[src/rtl/ris_frame_buf_ctrl.sv]
// ris_frame_buf_ctrl: ping-pong fill/playout controller for a 256xDATA_W dual-port frame BRAM.
// Optional RIS_AUTO_PLAY_EN: start playout whenever the read bank is full, ignoring play_start.
module ris_frame_buf_ctrl #(
  parameter int FRAME_LEN = 64,
  parameter int DATA_W    = 32
) (
  input  logic              clk,
  input  logic              rst_n,
  input  logic              abort,
  input  logic              s_valid,
  output logic              s_ready,
  input  logic [DATA_W-1:0] s_data,
  input  logic              play_start,
  output logic              m_valid,
  input  logic              m_ready,
  output logic [DATA_W-1:0] m_data,
  output logic              m_last,
  output logic              bram_we,
  output logic [7:0]        bram_waddr,
  output logic [DATA_W-1:0] bram_wdata,
  output logic              bram_rd_en,
  output logic [7:0]        bram_raddr,
  input  logic [DATA_W-1:0] bram_rdata,
  output logic [1:0]        full,
  output logic              play_busy,
  output logic              start_miss
);
  localparam logic [6:0] LAST = 7'(FRAME_LEN - 1);
  typedef enum logic [1:0] {R_IDLE, R_PLAY, R_DRAIN} r_state_e;
  r_state_e    state_q;
  logic        wr_bank_q, rd_bank_q;
  logic [6:0]  widx_q, ridx_q;
  logic [1:0]  full_q, full_d;
  logic        m_valid_q, m_last_q, start_miss_q;
  logic        accept, wr_done, rd_done, go, miss;
  assign accept  = m_valid_q & m_ready;
  assign wr_done = bram_we & (widx_q == LAST);
  assign rd_done = (state_q == R_DRAIN) & accept;
`ifdef RIS_AUTO_PLAY_EN
  assign go   = (state_q == R_IDLE) & full_q[rd_bank_q];
  assign miss = 1'b0;
`else
  assign go   = (state_q == R_IDLE) & play_start & full_q[rd_bank_q];
  assign miss = play_start & !go;
`endif
  assign s_ready    = !full_q[wr_bank_q];
  assign bram_we    = s_valid & s_ready;
  assign bram_waddr = {wr_bank_q, widx_q};
  assign bram_wdata = s_data;
  // A read is only issued when the output register is free, so bram_rdata holds under backpressure.
  assign bram_rd_en = (state_q == R_PLAY) & (!m_valid_q | m_ready);
  assign bram_raddr = {rd_bank_q, ridx_q};
  assign m_data     = bram_rdata;
  assign m_valid    = m_valid_q;
  assign m_last     = m_last_q;
  assign full       = full_q;
  assign play_busy  = state_q != R_IDLE;
  assign start_miss = start_miss_q;
  always_comb begin
    full_d = full_q;
    if (wr_done) full_d[wr_bank_q] = 1'b1;
    if (rd_done) full_d[rd_bank_q] = 1'b0;
  end
  always_ff @(posedge clk or negedge rst_n) begin
    if (!rst_n) begin
      state_q      <= R_IDLE;
      wr_bank_q    <= 1'b0;
      rd_bank_q    <= 1'b0;
      widx_q       <= '0;
      ridx_q       <= '0;
      full_q       <= '0;
      m_valid_q    <= 1'b0;
      m_last_q     <= 1'b0;
      start_miss_q <= 1'b0;
    end else if (abort) begin
      state_q      <= R_IDLE;
      wr_bank_q    <= 1'b0;
      rd_bank_q    <= 1'b0;
      widx_q       <= '0;
      ridx_q       <= '0;
      full_q       <= '0;
      m_valid_q    <= 1'b0;
      m_last_q     <= 1'b0;
      start_miss_q <= 1'b0;
    end else begin
      full_q       <= full_d;
      start_miss_q <= miss;
      if (bram_we) begin
        widx_q <= wr_done ? 7'd0 : widx_q + 7'd1;
        if (wr_done) wr_bank_q <= !wr_bank_q;
      end
      unique case (state_q)
        R_IDLE: if (go) begin
          state_q <= R_PLAY;
          ridx_q  <= '0;
        end
        R_PLAY: if (bram_rd_en) begin
          m_valid_q <= 1'b1;
          m_last_q  <= ridx_q == LAST;
          ridx_q    <= ridx_q + 7'd1;
          if (ridx_q == LAST) state_q <= R_DRAIN;
        end
        R_DRAIN: if (accept) begin
          m_valid_q <= 1'b0;
          m_last_q  <= 1'b0;
          rd_bank_q <= !rd_bank_q;
          state_q   <= R_IDLE;
        end
        default: state_q <= R_IDLE;
      endcase
    end
  end
endmodule

[config.mk]
export PLATFORM = sky130hd
export DESIGN_NAME = ris_frame_buf_ctrl
export DESIGN_NICKNAME = d
export VERILOG_FILES = /design/src/rtl/ris_frame_buf_ctrl.sv
export SDC_FILE = /design/constraint.sdc
export NUM_CORES = 1
export LEC_CHECK = 0
export ABC_AREA = 1
export CORE_MARGIN = 4
export CORE_UTILIZATION = 32
export CTS_CLUSTER_DIAMETER = 60
export CTS_CLUSTER_SIZE = 40
export DETAILED_ROUTE_END_ITERATION = 8
export GPL_TIMING_DRIVEN = 0
export PLACE_DENSITY = 0.83
export REMOVE_ABC_BUFFERS = 1
export SETUP_SLACK_MARGIN = 0.02
export SYNTH_ARGS = -nofsm -noshare
export SYNTH_HDL_FRONTEND = slang
export SYNTH_SLANG_ARGS = --single-unit
[constraint.sdc]
create_clock -name clk -period 1.95 [get_ports clk]
set_clock_uncertainty 0.15 [all_clocks]
set_input_delay 0.585 -clock clk [delete_from_list [all_inputs] [get_ports clk]]
set_output_delay 0.585 -clock clk [all_outputs]
set_load 0.05 [all_outputs]
After elaboration in Yosys (flattened, before gate mapping)
Index checks and enable logic that the tools add are counted.

Add/subtract/negate cells: 2. Order comparisons: 4. Equal/unequal tests: 8. Multiplexer cells: 38. Bitwise gates (word level): 12. Reduce and logical (&&, ||, !) cells: 20.

Operators with widths (count): 7-bit 2-to-1 mux (6); 1-bit 2-to-1 mux (18); 2-bit 2-to-1 mux (8); 7-bit by 1-bit adder with 7-bit output (second input constant) (2); 7-bit by 6-bit equality test with 1-bit output (second input constant) (2); 7-bit one-hot mux with 2 select lines (1); 2-bit nonzero test (5); 3-bit inequality test (second input constant) (3); 1-bit AND (8); 2-bit one-hot mux with 3 select lines (1); 3-bit AND reduction (2); 3-bit nonzero test (2); 1-bit zero test (5); 1-bit by 2-bit < comparator with 1-bit output (second input constant) (2); 1-bit one-hot mux with 2 select lines (2); 2-bit AND reduction (2); 4-bit AND reduction (1); 3-bit by 2-bit inequality test with 1-bit output (second input constant) (1); 2-bit AND (1); 1-bit demux with 1-bit select (2); 2-bit by 1-bit equality test with 1-bit output (second input constant) (1); 2-bit equality test (second input constant) (1); 1-bit greater-or-equal comparator (second input constant) (2); 1-bit logical AND (2); 4 further kinds (4).

Bits in registers: 23. Bits of input ports: 70. Output and inout port bits: 89. Logic and storage cells: 93.

Logic depth before layout (Yosys ltp)
Depth after elaboration: 9. Gate-level depth with buffers: 9. Mapped depth without buffers: 9.

Worst setup path before layout
OpenSTA, ideal clock, no wires.

Path type: flip-flop to output port. Start point: register m_valid_q (netlist: m_valid). End point: output bram_rd_en. Data arrival time: 1.436 ns. Required time: 1.215 ns. Path slack: -0.221 ns. Cell stages (with the launch flop): 2. Buffers on the path: 0. Cells stage by stage: dfrtp_1 > a21oi_1.

Word-level cells in the longest chain between the ends: 3.

RTL lines: from (decl) (line 34) `logic m_valid_q, m_last_q, start_miss_q;`; from (signal assigned) (line 72) `m_valid_q <= 1'b0;`; from (signal assigned) (line 82) `m_valid_q <= 1'b0;`; from (signal assigned) (line 98) `m_valid_q <= 1'b1;`; 1-bit zero test (line 51) `assign bram_rd_en = (state_q == R_PLAY) & (!m_valid_q | m_ready);`; 1-bit bitwise OR (line 51); 1-bit AND (line 51); to (decl) (line 21) `output logic bram_rd_en,`.

Every way passes these cells.

Worst setup path in the final report
Start point: register wr_bank_q. End point: output bram_we.

Word-level cells in the longest chain between the ends: 4.

RTL lines: from (decl) (line 31) `logic wr_bank_q, rd_bank_q;`; from (signal assigned) (line 90) `if (wr_done) wr_bank_q <= !wr_bank_q;`; 1-bit 2-to-1 mux (not written as such) (2 in series) (line 46) `assign s_ready = !full_q[wr_bank_q];`; 1-bit zero test (line 46); 1-bit AND (line 47) `assign bram_we = s_valid & s_ready;`; to (decl) (line 18) `output logic bram_we,`.

Every way passes these cells. The select of a mux whose other input is x is not followed.

==> flow_summary.ini <==
[outcome]
run_status = finished, final reports clean

[logic_synthesis]
synth.yosys.warnings = 0
syn_avg_cell_area_sq_um = 7.40
dominant_combinational_cell_family_by_area_after_synthesis = buffers and inverters
synth_seq_cells = 23
simple_gate_share_of_the_synthesized_area_pct = 26.4
library_cells_used_by_synthesis = 23
muxShareOfSynthArea_pct = 0
syn-cell-area_sq_um = 1780
ys_seq_area_share_pct = 32.4
complex_gate_fraction_of_the_synthesized_area_pct = 5.78
synthAdderAreaFrac_pct = 1.41
number_of_instances_in_the_synthesized_netlist = 240
yosys.area_share.xor_xnor_pct = 0.493

[cells_and_area]
area_delta_synth_final_pct = -1.20
utilization_of_the_core_after_routing_pct = 33.5
final_cell_mix = sky130_fd_sc_hd__nand2_1, sky130_fd_sc_hd__dfrtp_1, sky130_fd_sc_hd__nor2_1, sky130_fd_sc_hd__inv_1, sky130_fd_sc_hd__nand3_1
layout_commonest_cell = sky130_fd_sc_hd__nand2_1
antenna_cells = 0
final_net_count = 286
layout.cell_area.non_filler_sq_um = 1750
drive_gt1_share_pct = 26.8

[worst_setup_path]
critical_path_required_ns = 1.21
startpoint_type = register
cp_max_fo = 4
crit_path_top_delay_cell = sky130_fd_sc_hd__dfrtp_1
critical_path.cell_chain = nand2_1, nand3_4, inv_4, buf_8
cpPeakStageDelay_ns = 0.42
arrival_ns = 1.19
worstSetupEndpointType = output port
setup.worst_path.class = reg2out
critPathBufInv = 2
path_delay_family = flip-flops

[clocking]
tritoncts.num_buffers = 3
clock_sinks = 23
clk_path_buf_depth = 2
path_clk_slew_ns = 0.08
tritoncts = built
cts_root_buf = sky130_fd_sc_hd__clkbuf_8
cts_max_level = 1
insertion_delay_ns = 0.26

[global_route]
grt_first_pass_wirelength_um = 10400
global_route_usage_sum_pct = 23.8
pin_count_of_the_biggest_net_entering_global_routing = 24
globalRoute.totalOverflow = 0
antenna_found_initial = 0
first_global_vias = 1294

[power_and_ir_drop]
vdd_ir_drop_max_mv = 0.556
total_power_uw = 1520
cellLeakagePower_uw = 0.000873
power-per-cell-area_nw_per_um2 = 864

[placement]
finalWeightedCongestion = 0.909
place_hpwl_um = 7080
place_area_sq_um = 1660
port_buffers = 30
placement.setup.worst_slack_ns = -0.966

[floorplan]
num_rows = 26
design.portCount = 159
die-width_um = 82.5
core-area_sq_um = 5240
area_enclosed_by_the_die_boundary_sq_um = 6800
die_height_um = 82.5
initial_utilization_pct = 33.9

[route]
dr.first_iter.drc_count = 89
drc = 0
detail_route.first_pass.iterations = 4
num_vias = 1410
vias_cell = 4.98
ant_nets = 0
route.final.wire_length_um = 8120
wire_per_inst_um = 28.7

[timing]
rsz0062_at_grt = yes
finalSetupViolCount = 0
max_slew_margin_pct = 30.6
finalCritPeriodShare_pct = 98.7
timing.final.max_slew_violations = 0
report.final.hold_viol_count = 0
fmax_mhz = 520
period_needed_ns = 1.92
post-route-worst-setup-slack_ns = 0.0256
timing_worst_slew_pin_value_ns = 1.04

[job]
max_cap_viol_count = 0

[min_path]
min-delay-path-class = reg2reg
worst min-delay path: cells and delay by family, from the launching register on:
kind               cells  cell delay (ns)
and+or+nand+nor        1             0.05
AOI/OAI and AO/OA      1             0.07
DFF                    1             0.34
layout make-up:
type                       count  area [sq um]
fill                         548          3480
multi-input combinational    125           632
sequential                    23           576
timing repair buffer          36           315
inverter                      25          98.8
tap                           70          87.6
clock buffer                   4          45.0
cell usage after synthesis, drive strengths merged:
cell   count  area (sq um)
buf       67           500
nand2     58           238
nor2      27           119
inv       25          93.8
dfrtp     23           576
nand3     14          87.6
o21ai     11          58.8
a21oi      5          25.0
nand4      4          25.0
a31oi      2          12.5
ha         2          25.0
o22ai      1          6.26
xnor2      1          8.76
registers in the layout, indices dropped and copies added (netlist names):
name / count
ridx_q: 7
widx_q: 7
full: 2
state_q: 2
m_last: 1
m_valid: 1
rd_bank_q: 1
start_miss: 1
wr_bank_q: 1
kinds of logic (layout without fill, tap and decap cells):
group,count (synthesis),count (layout)
AND/OR/NAND/NOR,103,103
AO/OA/AOI/OAI,19,19
XOR/XNOR,1,1
buffers and inverters,92,65
adder cells (fa/ha/maj),2,2
flip-flops,23,23
per-layer routing:
layer	part of all wire [%]	global-route usage (%)
met1	24	19.0
met2	41	34.5
met3	32	32.1
met4	2.6	5.48
met5	0	0.833
repair_timing:
action                                  CTS  global route
endpoints found under the setup margin   27            21
cloned                                    0             0
pin swaps                                 2             2
hold buffers                              0             0
gates resized for setup                  87            17
setup buffers                             1             5
through the flow:
step | hold slack [ns] | std cells | setup TNS (ns)
6_report | 0.355 | 283 | 0
5_1_grt | 0.416 | 283 | -0.0240
4_1_cts | 0.365 | 278 | 0
3_5_place_dp | 0.340 | 273 | -6.97
3_3_place_gp | 0.340 | 273 | -6.42
2_1_floorplan | 0.139 | 173 | -0.354
power by group:
| group | switching, uW | internal, uW | leakage, uW |
|---|---|---|---|
| registers | 62.2 | 522 | 0.000316 |
| logic | 455 | 186 | 0.000535 |
| clock network | 145 | 146 | 0.0000228 |
path summary, 6_finish.rpt:
kind	from	slack, ns	depth (start not counted)	endpoint
max	wr_bank_q	0.03	4	bram_we
min	m_last	0.36	2	m_last
max reg2reg	widx_q[0]	0.31	8	widx_q[5]
min reg2reg	m_last	0.36	2	m_last
max in group asynchronous	rst_n	0.29	1	ridx_q[3]
min in group asynchronous	rst_n	0.74	1	rd_bank_q
Note: power is estimated with default switching activity, not from simulation.
==> RTL edit 1 (same settings) <==
The 3 states of `r_state_e` get a one-hot encoding in 3 bits.
--- a/src/rtl/ris_frame_buf_ctrl.sv
+++ b/src/rtl/ris_frame_buf_ctrl.sv
@@ -28,3 +28,3 @@
   localparam logic [6:0] LAST = 7'(FRAME_LEN - 1);
-  typedef enum logic [1:0] {R_IDLE, R_PLAY, R_DRAIN} r_state_e;
+  typedef enum logic [2:0] {R_IDLE = 3'b001, R_PLAY = 3'b010, R_DRAIN = 3'b100} r_state_e;
   r_state_e    state_q;
Formal check against the unedited RTL: same outputs for any inputs over 10 cycles, from zero or initial values and one cycle with rst_n low; not proved beyond that.
==> RTL edit 1 against the unedited design <==
The run now ends with negative setup slack left. Setup slack got worse by 0.11 ns. Combinational power increased by 26%. Critical path type unchanged. Total power increased by 23%. Via count increased by 9.3%. Final area increased by 14%. Synthesized area increased by 6.4%. Global-route usage decreased by 0.60 points. Highest routed layer is now met5. First-iteration DRC count decreased by 33%. Sequential cell count increased by 1. Routed wire length increased by 6.4%. Synthesized cell count increased by 4.2%. Count of clock-buffer cells in the layout decreased by 1.
==> RTL edit 1: results (changes against the unedited design) <==
| Metric | Value |
|---|---|
| Status | `finished, violations left (was completed)` |
| Failing checks | `negative setup slack` |
| CTS sink cnt | `24 (was 23)` |
| Fillers | `606 (was 548)` |
| Bufs w/o clock | `45 (was 36)` |
| Synth Area in Compound Gates | `0.0437 (was 0.0578)` |
| Met2 Use GR | `0.325 (was 0.345)` |
| Global Route met3 Usage | `0.307 (was 0.321)` |
| Vias in the first global route | `1465 (was 1294)` |
| Nets | `305 (was 286)` |
| Via-to-Cell Ratio | `5.07 (was 4.98)` |
| # Taps | `72 (was 70)` |
| Worst VDD drop | `0.721 mV (was 0.556 mV)` |
| Wl on met1 | `2420 um (was 1950 um)` |
| Comb_multi_in | `133 (was 125)` |
| Share of layout cells above drive strength 1 | `0.315 (was 0.268)` |
| Non-clk buf share | `0.215 (was 0.180)` |
| Post-CTS Setup Bufs | `5 (was 1)` |
| Multi-input logic area | `703 um2 (was 632 um2)` |
| GRT Util Overall | `0.232 (was 0.238)` |
| Sw frac | `0.388 (was 0.437)` |
| CP endpoint | `bram_rd_en (was bram_we)` |
| Sequential share of the synthesized area | `0.319 (was 0.324)` |
| RR Endpoint | `state_q[1] (was widx_q[5])` |
| Worst reg2reg path depth | `10 (was 8)` |
| Setup-failing EPs final | `1 (was 0)` |
| Invs w/o clock | `26 (was 25)` |
| Final Worst Setup Slack | `-0.0856 ns (was 0.0256 ns)` |
| R2r startpoint | `state_q[0] (was widx_q[0])` |
| Slew @ Worst Pin | `1.11 ns (was 1.04 ns)` |
| Pin count of the biggest net entering global routing | `25 (was 24)` |
| Starting DRT DRC Count | `60 (was 89)` |
| Clock group | `0.449 mW (was 0.291 mW)` |
| Post-DR wirelength/cell | `28.4 um (was 28.7 um)` |
| Metal3 WL | `2400 um (was 2610 um)` |
| Synth cell types | `28 (was 23)` |
| Clk tree area frac | `0.0356 (was 0.0257)` |
| Crit path DAT | `1.30 ns (was 1.19 ns)` |
| Final Wtd Congestion | `0.878 (was 0.909)` |
| Leakage | `1.01 nW (was 0.873 nW)` |
| Largest regs | `ridx_q: 7 flops, widx_q: 7 flops, state_q: 3 flops (was ridx_q: 7 flops, widx_q: 7 flops)` |
| Sequential cell area share | `0.301 (was 0.328)` |
| Hold crit path type | `input pin to async pin (was flop to flop)` |
| Top post-synthesis cells by count | `buf_4, nand2_1, dfrtp_1, nand3_1, inv_1 (was buf_4, nand2_1, dfrtp_1)` |
| CP max stage delay | `0.58 ns (was 0.42 ns)` |
| R2r setup slk | `0.16 ns (was 0.31 ns)` |
| Seq. pwr | `0.607 mW (was 0.585 mW)` |
| Xor-xnor portion of the synthesized cell area | `0.00464 (was 0.00493)` |
| Place WS | `-0.981 ns (was -0.966 ns)` |
| CP max FO | `3 (was 4)` |
| Post_cts resized | `92 (was 87)` |
| Top cells by area, synth | `dfrtp_1, buf_4, nand2_1 (unchanged)` |
| Worst path slowest cell | `dfstp_2 (was dfrtp_1)` |
| Met1 GRT Util | `0.190 (about the same)` |
RTL edit 1: cell count changes in the layout (fill, tap and decap cells not counted), moves of 2 or more:
cell             delta
nand2_1             +3
buf_4               +9
nand2_2             +3
a31oi_1             -2
nor2_1             -10
buf_8               +2
nor3_1              +2
clkbuf_2            -5
nor2_2              -2
nand3_1            +11
clkdlybuf4s15_2     +5
o21ai_1             -4
a21oi_1             +3
RTL edit 1: metrics by stage:
step | cells | power [mW] | cell area [um2] | setup TNS (ns) | hold WS (ns)
2_1_floorplan | 183 | 1.05 | 1380 | 0 | 0.139
3_3_place_gp | 285 | 1.21 | 1770 | -8.24 | 0.339
3_5_place_dp | 285 | 1.23 | 1770 | -9.30 | 0.352
4_1_cts | 294 | 1.76 | 1920 | -0.117 | 0.372
5_1_grt | 304 | 1.96 | 2000 | -0.154 | 0.435
6_report | 304 | 1.87 | 2000 | -0.0856 | 0.358
==> RTL edit 2 (same settings) <==
Without the edit above. The option `RIS_AUTO_PLAY_EN` is turned on by a define.
--- a/src/rtl/ris_frame_buf_ctrl.sv
+++ b/src/rtl/ris_frame_buf_ctrl.sv
@@ -2,2 +2,4 @@
 // Optional RIS_AUTO_PLAY_EN: start playout whenever the read bank is full, ignoring play_start.
+`define RIS_AUTO_PLAY_EN
+
 module ris_frame_buf_ctrl #(
Formal check against the unedited RTL: not equivalent (Yosys sat finds a counterexample within 4 cycles, from zero or initial values and one cycle with rst_n low).
==> RTL edit 2 against the unedited design <==
Combinational power fell by 2%. Sequential cell count fell by 1. Total power rose by 5.4%. Routed wire length rose by 4.2%. Synthesized area rose by 7.3%. Register-to-register slack got worse by 0.05 ns. Clock power rose by 50%. Fmax rose by 0.48%. Synthesized cell count rose by 1.3%. Count of clock-buffer cells in the layout fell by 1. Setup slack improved by 0.0091 ns. Final cell count rose by 0.35%. Sequential power fell by 8.5%. Final area rose by 8.8%. Largest cell class unchanged. Highest routed layer is now met5.
==> RTL edit 2: results (changes against the unedited design) <==
| Metric | Value |
|---|---|
| Post-DP Area | `0.00175 mm2 (was 0.00166 mm2)` |
| H-tree levels | `1 (unchanged)` |
| Top cells by area, synth | `dfrtp_1, buf_4, nand2_1 (unchanged)` |
| Setup-failing EPs final | `0 (unchanged)` |
| Worst path slowest cell | `dfrtp_2 (was dfrtp_1)` |
| R2r setup slk | `0.26 ns (was 0.31 ns)` |
| Hold Slack | `0.344 ns (was 0.355 ns)` |
| Sequential share of the synthesized area | `0.289 (was 0.324)` |
| Pin count of the biggest net entering global routing | `23 (was 24)` |
| Slew @ Worst Pin | `1.06 ns (was 1.04 ns)` |
| Leakage | `0.872 nW (was 0.873 nW)` |
| Clk buf depth | `2 (unchanged)` |
| Diodes inserted | `0 (unchanged)` |
| R2r startpoint | `state_q[1] (was widx_q[0])` |
| Vias in the first global route | `1322 (was 1294)` |
| Worst reg2reg path depth | `10 (was 8)` |
| Clk pin slew, worst setup/hold paths | `~0.09 ns` |
| Via count of the routed design | `1439 (was 1410)` |
| Fin cells | `284 (was 283)` |
| Status | `completed (unchanged)` |
| Final min period | `1.92 ns (about the same)` |
| GRT Util Overall | `0.232 (was 0.238)` |
| RR Endpoint | `ridx_q[5] (was widx_q[5])` |
| CP max stage delay | `0.45 ns (was 0.42 ns)` |
| Combinational power share | `0.392 (was 0.423)` |
| Crit path DAT | `around 1.2 ns` |
| Nets | `285 (was 286)` |
| CP top delay family | `flip-flops (unchanged)` |
| Drt first pass iters | `4 (unchanged)` |
| Most frequent cell after synthesis | `buf_4 (unchanged)` |
| Clk_lat worst skew | `approximately 0.27 ns` |
| Share of layout cells above drive strength 1 | `0.358 (was 0.268)` |
| Top post-synthesis cells by count | `buf_4, nand2_1, dfrtp_1, inv_1, nand3_1 (was buf_4, nand2_1, dfrtp_1)` |
| First-pass GRT wire length | `11400 um (was 10400 um)` |
| Synth cell types | `28 (was 23)` |
| Flop pwr share | `0.335 (was 0.386)` |
| Post-DR wirelength/cell | `29.8 um (was 28.7 um)` |
| Async S/R FF share, synth | `1.00 (unchanged)` |
| Seq. pwr | `0.535 mW (was 0.585 mW)` |
| Place WS | `-0.987 ns (was -0.966 ns)` |
| Worst VDD drop | `0.689 mV (was 0.556 mV)` |
| Largest regs | `ridx_q: 7 flops, widx_q: 7 flops (unchanged)` |
| Initial antenna violation count | `0 (unchanged)` |
| Syn Inst Count | `243 (was 240)` |
| Switching Power | `0.633 mW (was 0.662 mW)` |
| Final Wtd Congestion | `0.938 (was 0.909)` |
| Port Buf Inserts | `28 (was 30)` |
| Final HPWL DP | `7150 um (was 7080 um)` |
| Final Util | `0.338 (was 0.335)` |
| Fillers | `609 (was 548)` |
| Hold crit path type | `input pin to async pin (was flop to flop)` |
| CP max FO | `2 (was 4)` |
| Starting DRT DRC Count | `19 (was 89)` |
| Placed Cells | `274 (was 273)` |
[RTL edit 2: cell count changes in the layout (fill, tap and decap cells not counted), sizes merged, moves of 2 or more]
cell	unedited run	this run
clkbuf	12	3
nor2	27	18
a21oi	5	9
nand4	4	9
clkdlybuf4s15	11	19
clkdlybuf4s50	2	0
nand3	14	21
a31oi	2	0
nand2	58	51
or2	0	2
o21ai	11	8
[RTL edit 2: worst max path at each step]
stage                           from          to  slack [ns]  cells after the start
after CTS                 state_q[0]  bram_rd_en        0.02                      5
after global placement       s_valid     bram_we       -1.00                      4
final                     state_q[1]  bram_rd_en        0.03                      4
after detailed placement     s_valid     bram_we       -0.99                      4
after floorplan              m_valid  bram_rd_en       -0.22                      1
after global routing      state_q[1]  bram_rd_en       -0.02                      4
[RTL edit 2: cell families (layout without fill, tap and decap cells)]
family          Yosys count  after routing  synth area share
buf+inv                  95             64             0.330
flops                    22             22             0.289
compound gates           19             19            0.0618
other cells               1              1           0.00197
xor+xnor                  1              1           0.00460
fa+ha+maj                 2              2            0.0131
simple gates            103            103             0.300
[RTL edit 2: metal layers]
metal  up-vias  global-route usage  wire length [um]
met5         -               0.105                80
met4         2              0.0604               180
met3        12               0.321              2510
met2       157               0.336              3570
met1       631               0.173              2110
li1        637                   -                 -
[RTL edit 2: cell type report]
cell class / instances / area share
sequential: 22 / 0.290
tap: 72 / 0.0472
inverter: 26 / 0.0538
multi-input combinational: 126 / 0.391
timing repair buffer: 34 / 0.180
clock inverter: 1 / 0.0157
clock buffer: 3 / 0.0216
[RTL edit 2: what timing repair did]
action	CTS	global route
gates resized for setup	94	9
setup buffers	5	1
pin swaps	3	1
setup endpoints to repair	35	6
